### src/rtl/display_term_pkg.sv
// Shared geometry, character constants, FSM state type and row-to-address helper
// for the Apple-1 style 40x24 text display write sequencer.
package display_term_pkg;

  localparam int COLS   = 40;
  localparam int ROWS   = 24;
  localparam int ADDR_W = 11;
  localparam int DATA_W = 6;

  localparam logic [6:0] CHAR_CR     = 7'h0D;
  localparam logic [5:0] GLYPH_BLANK = 6'h20;

  typedef enum logic [1:0] {
    CLR_SCREEN,
    IDLE,
    CLR_LINE
  } state_e;

  // COLS is 40, so row*COLS reduces to two shifts and an add.
  function automatic logic [10:0] row_base(input logic [4:0] row);
    logic [10:0] r;
    r = {6'd0, row};
    return (r << 5) + (r << 3);
  endfunction

endpackage

### src/rtl/display_char_map.sv
// Combinational ASCII -> 6-bit glyph map with printable / CR classification.
// Lower-case range 0x60-0x7F folds onto 0x40-0x5F; codes below 0x20 other than CR are ignored.
module display_char_map
  import display_term_pkg::*;
(
  input  logic [6:0] char_i,
  output logic [5:0] glyph_o,
  output logic       is_print_o,
  output logic       is_cr_o
);

  always_comb begin
    glyph_o    = (char_i[6:5] == 2'b11) ? (char_i[5:0] - 6'h20) : char_i[5:0];
    is_print_o = (char_i >= 7'h20);
    is_cr_o    = (char_i == CHAR_CR);
  end

endmodule

### src/rtl/display_term_ctrl.sv
// Write-side sequencer for the display RAM: glyph writes at the cursor, newline/wrap,
// rotating top-row scroll, per-line and full-screen clears. All outputs registered.
module display_term_ctrl
  import display_term_pkg::*;
(
  input  logic              clk,
  input  logic              reset,
  input  logic [6:0]        char_in,
  input  logic              char_valid,
  output logic              char_ready,
  input  logic              clear_req,
  output logic              w_en,
  output logic [ADDR_W-1:0] w_addr,
  output logic [DATA_W-1:0] w_data,
  output logic [4:0]        top_row,
  output logic [ADDR_W-1:0] cursor_addr,
  output logic              busy
);

  localparam logic [9:0] LAST_CELL = 10'(COLS * ROWS - 1);
  localparam logic [5:0] LAST_COL  = 6'(COLS - 1);
  localparam logic [4:0] LAST_ROW  = 5'(ROWS - 1);

  state_e              state_q, state_d;
  logic [9:0]          cnt_q, cnt_d;
  logic [5:0]          col_q, col_d;
  logic [4:0]          row_q, row_d;
  logic [4:0]          top_q, top_d;
  logic                clear_pend_q, clear_pend_d;
  logic                w_en_q, w_en_d;
  logic [ADDR_W-1:0]   w_addr_q, w_addr_d;
  logic [DATA_W-1:0]   w_data_q, w_data_d;
  logic [ADDR_W-1:0]   cursor_q, cursor_d;
  logic                ready_q, ready_d;
  logic                busy_q, busy_d;

  logic [5:0] glyph;
  logic       is_print;
  logic       is_cr;
  logic       xfer;
  logic [4:0] nl_row;
  logic [4:0] nl_top;
  logic [5:0] logical_row;
  logic       nl_scroll;

  display_char_map u_char_map (
    .char_i     (char_in),
    .glyph_o    (glyph),
    .is_print_o (is_print),
    .is_cr_o    (is_cr)
  );

  // A simultaneous clear request beats the character, which stays unconsumed.
  assign xfer = char_valid && ready_q && !clear_req;

  assign nl_row      = (row_q == LAST_ROW) ? 5'd0 : row_q + 5'd1;
  assign nl_top      = (top_q == LAST_ROW) ? 5'd0 : top_q + 5'd1;
  assign logical_row = (row_q >= top_q) ? ({1'b0, row_q} - {1'b0, top_q})
                                        : ({1'b0, row_q} + 6'(ROWS) - {1'b0, top_q});
  assign nl_scroll   = (logical_row == {1'b0, LAST_ROW});

  always_comb begin
    state_d      = state_q;
    cnt_d        = cnt_q;
    col_d        = col_q;
    row_d        = row_q;
    top_d        = top_q;
    clear_pend_d = clear_pend_q | clear_req;
    w_en_d       = 1'b0;
    w_addr_d     = w_addr_q;
    w_data_d     = w_data_q;

    case (state_q)
      CLR_SCREEN: begin
        clear_pend_d = 1'b0;
        w_en_d       = 1'b1;
        w_addr_d     = {1'b0, cnt_q};
        w_data_d     = GLYPH_BLANK;
        cnt_d        = cnt_q + 10'd1;
        if (cnt_q == LAST_CELL) begin
          state_d = IDLE;
          cnt_d   = 10'd0;
          col_d   = 6'd0;
          row_d   = 5'd0;
          top_d   = 5'd0;
        end
      end

      IDLE: begin
        if (clear_pend_d) begin
          state_d      = CLR_SCREEN;
          cnt_d        = 10'd0;
          clear_pend_d = 1'b0;
        end else if (xfer && is_print) begin
          w_en_d   = 1'b1;
          w_addr_d = cursor_q;
          w_data_d = glyph;
          if (col_q != LAST_COL) begin
            col_d = col_q + 6'd1;
          end else begin
            col_d   = 6'd0;
            row_d   = nl_row;
            top_d   = nl_scroll ? nl_top : top_q;
            state_d = CLR_LINE;
            cnt_d   = 10'd0;
          end
        end else if (xfer && is_cr) begin
          // CR has no glyph write, so the first blank goes out on the transfer edge.
          col_d    = 6'd0;
          row_d    = nl_row;
          top_d    = nl_scroll ? nl_top : top_q;
          state_d  = CLR_LINE;
          w_en_d   = 1'b1;
          w_addr_d = row_base(nl_row);
          w_data_d = GLYPH_BLANK;
          cnt_d    = 10'd1;
        end
      end

      CLR_LINE: begin
        w_en_d   = 1'b1;
        w_addr_d = row_base(row_q) + {5'd0, cnt_q[5:0]};
        w_data_d = GLYPH_BLANK;
        cnt_d    = cnt_q + 10'd1;
        if (cnt_q == {4'd0, LAST_COL}) begin
          cnt_d = 10'd0;
          if (clear_pend_d) begin
            state_d      = CLR_SCREEN;
            clear_pend_d = 1'b0;
          end else begin
            state_d = IDLE;
          end
        end
      end

      default: begin
        state_d = CLR_SCREEN;
        cnt_d   = 10'd0;
      end
    endcase

    cursor_d = row_base(row_d) + {5'd0, col_d};
    // Ready and busy also cover the cycle in which the final clear write is still on the bus.
    ready_d  = (state_q == IDLE) && (state_d == IDLE) && !clear_pend_d;
    busy_d   = (state_q != IDLE) || (state_d != IDLE);
  end

  always_ff @(posedge clk) begin
    if (reset) begin
      state_q      <= CLR_SCREEN;
      cnt_q        <= 10'd0;
      col_q        <= 6'd0;
      row_q        <= 5'd0;
      top_q        <= 5'd0;
      clear_pend_q <= 1'b0;
      w_en_q       <= 1'b0;
      w_addr_q     <= '0;
      w_data_q     <= GLYPH_BLANK;
      cursor_q     <= '0;
      ready_q      <= 1'b0;
      busy_q       <= 1'b1;
    end else begin
      state_q      <= state_d;
      cnt_q        <= cnt_d;
      col_q        <= col_d;
      row_q        <= row_d;
      top_q        <= top_d;
      clear_pend_q <= clear_pend_d;
      w_en_q       <= w_en_d;
      w_addr_q     <= w_addr_d;
      w_data_q     <= w_data_d;
      cursor_q     <= cursor_d;
      ready_q      <= ready_d;
      busy_q       <= busy_d;
    end
  end

  assign char_ready  = ready_q;
  assign w_en        = w_en_q;
  assign w_addr      = w_addr_q;
  assign w_data      = w_data_q;
  assign top_row     = top_q;
  assign cursor_addr = cursor_q;
  assign busy        = busy_q;

endmodule
### config.mk
export PLATFORM = sky130hd
export DESIGN_NAME = display_term_ctrl
export DESIGN_NICKNAME = d
export VERILOG_FILES = /design/src/rtl/display_term_pkg.sv /design/src/rtl/display_char_map.sv /design/src/rtl/display_term_ctrl.sv
export SDC_FILE = /design/constraint.sdc
export NUM_CORES = 1
export LEC_CHECK = 0
export ABC_AREA = 1
export CAP_MARGIN = 20
export CORE_MARGIN = 2
export CORE_UTILIZATION = 33
export CTS_CLUSTER_DIAMETER = 120
export DETAILED_ROUTE_END_ITERATION = 10
export SLEW_MARGIN = 20
export SYNTH_ARGS = -nofsm -noshare
export SYNTH_HDL_FRONTEND = slang
export SYNTH_HIERARCHICAL = 1
export SYNTH_SLANG_ARGS = --single-unit
### constraint.sdc
create_clock -name clk -period 7.8 [get_ports clk]
set_input_delay 1.56 -clock clk [delete_from_list [all_inputs] [get_ports clk]]
set_output_delay 1.56 -clock clk [all_outputs]
set_load 0.005 [all_outputs]
* Yosys cells after proc, flatten, opt, wreduce, memory -nomap -nowiden
Cells that the tools add are included.
Operators by class: add/sub/neg operators 13, magnitude comparators 2, equality and inequality tests 19, muxes and demuxes 52, bitwise operators 1, reduce and logical (&&, ||, !) cells 19
Operators by type and width (number):
- 2-to-1 mux 5 bit | 13
- 2-to-1 mux 10 bit | 6
- 2-to-1 mux 6 bit | 10
- adder 10 x 8 -> 11 bit | 3
- 2-to-1 mux 11 bit | 3
- one-hot mux 11 bit (3 select lines) | 1
- one-hot mux 10 bit (3 select lines) | 1
- one-hot mux 6 bit (2 select lines) | 2
- adder 11 x 6 -> 11 bit | 2
- one-hot mux 5 bit (2 select lines) | 2
- 2-to-1 mux 2 bit | 6
- adder 10 x 1 -> 10 bit, second input constant | 1
- adder 5 x 1 -> 5 bit, second input constant | 2
- equality test 10 bit, second input constant | 1
- equality test 10 x 6 -> 1 bit, second input constant | 1
- equality test 5 bit, second input constant | 2
- != test 4 bit, second input constant | 2
- equality test 7 x 4 -> 1 bit, second input constant | 1
- greater-or-equal comparator 7 x 6 -> 1 bit, second input constant | 1
- adder 5 x 5 -> 6 bit, second input constant | 1
- adder 6 x 1 -> 6 bit, second input constant | 1
- equality test 6 x 5 -> 1 bit, second input constant | 1
- logical AND 1 bit | 6
- != test 3 bit, second input constant | 2
- other kinds (22) | 35
Storage, ports and cells: register bits after elaboration 60, input port bits 11, output and inout bits 36, word-level logic and storage cells 118

* Depth between registers and ports, before layout
Gate-level depths: netlist of the first run.
depth in word-level cells 10, mapped depth 26

* Hierarchy
Netlist of the first run, hierarchy kept.
Modules (own cells, without submodules):
- display_term_ctrl | times used 1, cells an instance 605, area each 4234.1 µm², sequential area each 1141.1 µm²
- display_char_map | times used 1, cells an instance 16, area each 85.1 µm², sequential area each 0.0 µm²

* Worst setup path after synthesis of the first run
No wires, ideal clock.
path type in2reg, from input port char_in[5], to register cursor_q[9], in the netlist cursor_addr[9], setup time 112 ps, data arrival time 4174 ps, data required time 7688 ps, setup slack 3514 ps, stages on the path 25, path buffers 1, cell sequence nor2_2 > nand2_1 > nor2_2 > inv_1 > a21oi_4 > nand2_2 > clkinv_2 > nand2_2 > buf_6 > a21oi_1 > o21ai_1 > o21ai_2 > inv_2 > fa_1 > inv_1 > ha_1 > a21oi_1 > nor2_1 > nor2_1 > nor2_1 > nor2_1 > o21bai_1 > nand2_1 > nand2_1 > nor2_1
Between the ends: longest elaborated chain between the ends 8, elaborated cells on any way between the ends 14, classes of those cells add/sub (2); order compare (1); eq/ne (1); mux (8); reduce/logical (2)
RTL lines:
- start: declaration | line display_term_ctrl.sv:8 | input logic [6:0] char_in,
- equality test 7 x 4 -> 1 bit | line display_char_map.sv:15 | is_cr_o = (char_i == CHAR_CR);
- named net is_cr | line display_term_ctrl.sv:39 | logic is_cr;
- logical AND 1 bit | line display_term_ctrl.sv:107 | end else if (xfer && is_cr) begin
- 2-to-1 mux 5 bit | line display_term_ctrl.sv:107
- 2-to-1 mux 5 bit | line display_term_ctrl.sv:94 | end else if (xfer && is_print) begin
- 2-to-1 mux 5 bit | line display_term_ctrl.sv:90 | if (clear_pend_d) begin
- one-hot mux 5 bit (2 select lines) | line display_term_ctrl.sv:73 | case (state_q)
- named net row_d[0] | line display_term_ctrl.sv:27 | logic [4:0] row_q, row_d;
- adder 10 x 8 -> 11 bit | line display_term_pkg.sv:23 | return (r << 5) + (r << 3);
- adder 11 x 6 -> 11 bit | line display_term_ctrl.sv:142 | cursor_d = row_base(row_d) + {5'd0, col_d};
- end signal: assignment | line display_term_ctrl.sv:172 | cursor_q <= cursor_d;
- end: declaration | line display_term_ctrl.sv:33 | logic [ADDR_W-1:0] cursor_q, cursor_d;
The timed path passes the listed nets, and every way through them passes these cells. A chain may end at the register's enable or synchronous reset.

* Final worst setup path of the first run
from input port char_in[5], to register cursor_q[9], in the netlist cursor_addr[9]
Between the ends: elaborated cells on any way between the ends 14, classes of those cells add/sub (2); order compare (1); eq/ne (1); mux (8); reduce/logical (2)
RTL lines:
- greater-or-equal comparator 7 x 6 -> 1 bit | line display_char_map.sv:14 | is_print_o = (char_i >= 7'h20);
- named net is_print | line display_term_ctrl.sv:38 | logic is_print;
- logical AND 1 bit | line display_term_ctrl.sv:94
- 2-to-1 mux 5 bit | line display_term_ctrl.sv:94
- 2-to-1 mux 5 bit | line display_term_ctrl.sv:90
- one-hot mux 5 bit (2 select lines) | line display_term_ctrl.sv:73
- named net row_d[2] | line display_term_ctrl.sv:27
- adder 10 x 8 -> 11 bit | line display_term_pkg.sv:23
- adder 11 x 6 -> 11 bit | line display_term_ctrl.sv:142
The timed path passes the listed nets, and every way through them passes these cells.

==> results of run 1 <==
-- worst max-delay path by stage --
stage / cells past startpoint / from / slack (ns) / endpoint
floorplan: 25 / char_in[5] / 3.51 / cursor_addr[9]
detailed placement: 17 / char_in[5] / 2.54 / cursor_addr[10]
global placement: 22 / char_in[5] / 2.70 / cursor_addr[9]
finish: 22 / char_in[5] / 2.83 / cursor_addr[9]
global route: 17 / char_in[5] / 2.41 / cursor_addr[10]
CTS: 22 / char_in[5] / 2.84 / cursor_addr[9]
-- cell type report --
| cell class | count | area, sq um |
|---|---|---|
| fillers | 1336 | 7520 |
| multi-input cells | 446 | 2670 |
| flip-flops and latches | 57 | 1140 |
| repair buffers | 47 | 468 |
| inverters | 96 | 364 |
| clock buffers | 12 | 246 |
| well taps | 172 | 215 |
| clock inverters | 4 | 98.8 |
-- stage by stage --
stage,hold slack (ns),cell area (sq um),power [W]
after detailed placement,0.460,4860,0.000327
final,0.460,5210,0.000787
after floorplan,0.453,4320,0.000316
after global placement,0.452,4860,0.000327
after CTS,0.467,5210,0.000791
after global routing,0.479,5210,0.000808
-- logic make-up after synthesis --
logic type	after synthesis	share of synthesized area
xor gates and xnor gates	3	0.00608
adders and majority gates	50	0.160
buffers and inverters	118	0.117
and+or+nand+nor	262	0.274
AOI/OAI and AO/OA	131	0.178
DFF	57	0.264
-- flip-flops by register name, summed over array words and instances, names as in the netlist, named ones only --
| signal | count |
|---|---|
| busy | 1 |
| char_ready | 1 |
| clear_pend_q | 1 |
| cnt_q | 10 |
| col_q | 3 |
| cursor_addr | 8 |
| row_q | 5 |
| state_q | 2 |
| top_row | 5 |
| w_addr | 11 |
| w_data | 6 |
| w_en | 1 |
-- cell usage in the layout (no fill, tap or decap), types with 2 or more instances in the layout --
cell	count
nor2_1	70
nand4_1	5
o211ai_1	5
nand2_2	7
o21ai_1	4
a211oi_1	2
ha_1	41
nor3_1	14
nor4_1	4
nand2_1	111
clkdlybuf4s50_1	46
nor2_2	5
fa_1	9
xor2_1	2
clkbuf_1	2
o221ai_1	2
o21bai_1	3
a31oi_1	6
clkbuf_16	9
dfxtp_1	57
bufinv_16	3
nor3_2	4
o31ai_1	2
inv_1	85
a21oi_4	2
nor2_4	3
nand3_1	32
a21oi_1	60
o21ai_2	3
inv_2	9
o21ai_0	35
-- critical path, stage by stage --
cell	delay [ns]
clkdlybuf4s50_1	0.49
nor2_2	0.05
inv_1	0.06
inv_1	0.08
nor2_2	0.43
nand2_2	0.18
nand2_2	0.24
o21ai_0	0.11
o21ai_1	0.13
inv_1	0.12
fa_1	0.60
inv_1	0.06
ha_1	0.27
a21oi_1	0.06
nor2_1	0.13
nor2_1	0.06
nor2_1	0.14
nor2_1	0.06
o21bai_1	0.18
nand2_1	0.08
nand2_1	0.06
nor2_1	0.04
-- report_power, final --
part           internal [W]  total (W)  switching, W
Clock              0.000322   0.000466      0.000144
Combinational     0.0000110  0.0000254     0.0000144
Sequential         0.000294   0.000296    0.00000168
-- metal layers --
metal	share of wire	wire length, um	up-vias
li1	-	-	2104
met3	0.050	580	18
met4	0.021	236	0
met5	0	0	-
met1	0.48	5570	1917
met2	0.44	5120	119
==> results.toml, run 1 <==
[floorplanning]
initial_core_util = 0.339
io_pins = 47
dieArea_sq_um = 14000
die_y_um = 118
core_area_sq_um = 12700
die_w_um = 118
floorplan.rows = 41

[sta]
setup_viol = 0
maxSlewViolCount = 0
post-route-worst-setup-slack_ns = 2.83
fin_setup_tns_ns = 0
grt_setup_unrepaired = "false"
final_min_period_over_clock_period = 0.637
hold_viol = 0
fmax_mhz = 201
worstMarginPinSlew_ns = 0.837
clock_skew_ns = 0.00828
maxSlewHeadroom = 0.442
final_period_minus_worst_setup_slack_ns = 4.97

[clocking]
cts_buffers = 9
cts-hold-fix-buffers = 0
worst_setup_hold_path_clk_slew_ns = 0.06
clkSinkCount = 57
ctsHtreeMaxLevel = 3
clockBufferDepth = 2
cts_repair_resize_count = 0
clockRootBuffer = "clkbuf_16"
clock_latency_ns = 0.33
clock_tree_from_tritoncts = "built"
post-cts-setup-buffer-count = 0

[power_and_ir_drop]
vdd_ir_drop_max_v = 0.0000941
power.static_leakage_nw = 2.21
power_per_cell_area_nw_per_um2 = 151

[worst_setup_path]
reg2reg_to = "cursor_addr[9]"
worstReg2RegStart = "state_q[1]"
worstSetupPathType = "input pin to register"
required_ns = 8.03
worst-endpoint-arrival_ns = 5.19
worstRegToRegCells = 21
reg2reg_slack_ns = 3.32
cp_max_fo = 11
cp-end-kind = "register"
start_kind = "input pin"

[logic_synthesis]
synth_sequential_area_ratio = 0.264
yosys_warnings = 6
netlist_top_cells_count = "nand2_1 (111), inv_1 (85), nor2_1 (70)"
yosys_most_used_dff = "dfxtp_1"
synthArstFlopShare = 0
synth_most_common_cell = "nand2_1"
synthesis.area_per_instance_sq_um = 6.96
post_synth_num_cell_types = 49
netlist.top_cell.by_area = "dfxtp_1"
mappedNetlistArea_sq_um = 4320
yosysTopAreaCellShare = 0.264
post_synth_inst_count = 621
synth_enable_flop_cells = 0
ys_top_cells_by_area = "dfxtp_1 (26%), ha_1 (12%), nand2_1 (9.6%)"
synth.net_count = 682
yosys_register_bits = 57

[hold_path]
min-delay-start = "w_data[4]"
worstHoldEndpoint = "w_data[4]"
min_delay_path_depth = 2
holdCritPathClass = "register to register"

[final_layout]
share_of_cells_above_drive_strength_1 = 0.0876
design.final.nets = 718
antenna_cells_inserted = 0
layout.core_utilization = 0.409
area_growth_pct = 20.5
fin_cells = 834

[grt]
grt.busiest_layer = "met2"
grtUsageMet3 = 0.0338
globalRouteTotalUtil = 0.169
antenna_found_initial = 0
grt_overflow_total = 0
use_met2 = 0.266
first_global_vias = 3914
use_met1 = 0.225
grt_pass1_wl_um = 19300
grt_max_degree = 32

[status]
outcome = "finished, final reports clean"

[placement]
place_ws_ns = 2.54
gp_routability_congestion = 0.894
detailedPlacementHpwl_um = 8780
numPlacedInstances = 818
portBuffers = 46

[drt]
via_per_inst = 4.99
dr.first_iter.drc_count = 255
route.detailed.wl_per_inst_um = 13.8
drt_pass1_iterations = 5
drc_errors = 0
num_vias = 4158
drt.antenna.violating_nets = 0
detail_route.wirelength_um = 11500

[run]
max_capacitance_violation_count = 0
No activity file was read; power rests on OpenSTA's default activity.
==> run 2, diff against run 1 <==
- clock period: 7.8 -> 4.45 ns (I/O delays scaled with it)
==> results.toml, run 2 (synthesis results as in run 1) <==
[status]
outcome = "finished, final reports clean"

[grt]
grt_overflow_total = 0
grtUsageMet3 = 0.0319
globalRouteTotalUtil = 0.169
use_met1 = 0.237
first_global_vias = 3887
use_met2 = 0.263
grt.busiest_layer = "met2"
grt_pass1_wl_um = 19200
grt_max_degree = 32
antenna_found_initial = 0

[final_layout]
layout.cells.most_common = "nand2_1"
largest_reg_flops = 11
area_growth_pct = 19.6
antenna_cells_inserted = 0
share_of_cells_above_drive_strength_1 = 0.0946
design.final.nets = 722
final_cell_mix = "nand2_1 (111), inv_1 (85), nor2_1 (70)"

[floorplanning]
die_y_um = 118
floorplan.rows = 41
die_w_um = 118
io_pins = 47
initial_core_util = 0.339
core_area_sq_um = 12700
dieArea_sq_um = 14000

[power_and_ir_drop]
post-layout-total-power_w = 0.00121
power_per_cell_area_nw_per_um2 = 234
vdd_ir_drop_max_v = 0.000188
power.static_leakage_nw = 2.20

[hold_path]
holdCritPathClass = "register to register"
min_delay_path_depth = 2
worstHoldEndpoint = "w_data[3]"
min-delay-start = "w_data[3]"

[drt]
detail_route.wirelength_um = 11300
drt_pass1_iterations = 6
dr.first_iter.drc_count = 344
drc_errors = 0
num_vias = 4090
drt.antenna.violating_nets = 0
via_per_inst = 4.88
route.detailed.wl_per_inst_um = 13.5

[clocking]
cts-hold-fix-buffers = 0
clock_latency_ns = 0.34
ctsHtreeMaxLevel = 3
clock_tree_from_tritoncts = "built"
clockRootBuffer = "clkbuf_16"
post-cts-setup-buffer-count = 0
cts_repair_resize_count = 0
cts_buffers = 9
clkSinkCount = 57
worst_setup_hold_path_clk_slew_ns = 0.06
clockBufferDepth = 2

[worst_setup_path]
required_ns = 4.68
worstReg2RegStart = "state_q[1]"
reg2reg_to = "cursor_addr[9]"
worstSetupPathType = "input pin to register"
worst-endpoint-arrival_ns = 4.28
cp_max_fo = 7
cp-end-kind = "register"
worstRegToRegCells = 22
reg2reg_slack_ns = 0.59
start_kind = "input pin"

[sta]
final_min_period_over_clock_period = 0.911
final_period_minus_worst_setup_slack_ns = 4.05
hold_viol = 0
grt_setup_unrepaired = "false"
fin_setup_tns_ns = 0
setup_viol = 0
clock_skew_ns = 0.00576
maxSlewHeadroom = 0.567
fmax_mhz = 247
worstMarginPinSlew_ns = 0.648
maxSlewViolCount = 0

[run]
max_capacitance_violation_count = 0

[placement]
portBuffers = 46
gp_routability_congestion = 0.897
detailedPlacementHpwl_um = 8700
-- run 2: routing by layer --
metal  share of wire  up-vias
met1            0.50     1868
met4           0.013        0
met5               0        -
li1                -     2111
met3           0.040        8
met2            0.45      103
-- run 2: where the power goes --
part / leakage (nW) / total, W / internal (W) / switching (W)
Sequential: 0.460 / 0.000518 / 0.000515 / 0.00000291
Clock: 0.135 / 0.000647 / 0.000389 / 0.000258
Combinational: 1.60 / 0.0000448 / 0.0000192 / 0.0000255
Total: 2.20 / 0.00121 / 0.000924 / 0.000286
-- run 2: area by class of cell --
type	instances	area, sq um
flip-flops and latches	57	1140
clock buffers	11	243
inverters	96	364
well taps	172	215
repair buffers	51	498
multi-input cells	446	2670
fillers	1367	7560
clock inverters	5	31.3
-- run 2: how the worst max path moves through the flow --
| stage | startpoint | endpoint | slack (ns) |
|---|---|---|---|
| after floorplan | char_in[5] | cursor_addr[9] | 0.83 |
| after global placement | char_in[5] | cursor_addr[9] | 0.21 |
| after detailed placement | clear_req | cursor_addr[9] | 0.09 |
| after CTS | clear_req | cursor_addr[9] | 0.42 |
| after global routing | clear_req | cursor_addr[9] | 0.02 |
| final | clear_req | cursor_addr[9] | 0.40 |
-- run 2: worst max-delay path, cell delays in order --
cell             delay, ns
clkdlybuf4s50_1       0.49
nor2_4                0.21
inv_1                 0.16
nor2_4                0.19
nand3_1               0.17
o21ai_0               0.11
o21ai_0               0.09
o21ai_1               0.14
inv_1                 0.11
fa_1                  0.60
inv_1                 0.06
ha_1                  0.27
a21oi_1               0.05
nor2_1                0.12
nor2_1                0.05
nor2_1                0.13
nor2_1                0.05
o21bai_1              0.19
nand2_1               0.08
nand2_1               0.07
nor2_1                0.05
-- run 2: metrics by stage --
step / hold slack [ns] / utilization / instances / area (sq um) / worst slack [ns]
floorplan: 0.453 / - / 621 / 4320 / 0.834
global placement: 0.450 / 0.384 / 822 / 4890 / 0.208
detailed placement: 0.455 / 0.384 / 822 / 4890 / 0.0931
CTS: 0.465 / 0.406 / 838 / 5160 / 0.416
global route: 0.482 / 0.406 / 838 / 5160 / 0.0155
finish: 0.463 / 0.406 / 838 / 5160 / 0.395
==> run 3, diff against run 2 <==
- ABC_CLOCK_PERIOD_IN_PS: unset -> 4450
==> results of run 3 <==
Final layout, timing and power as in run 2 (identical DEF).
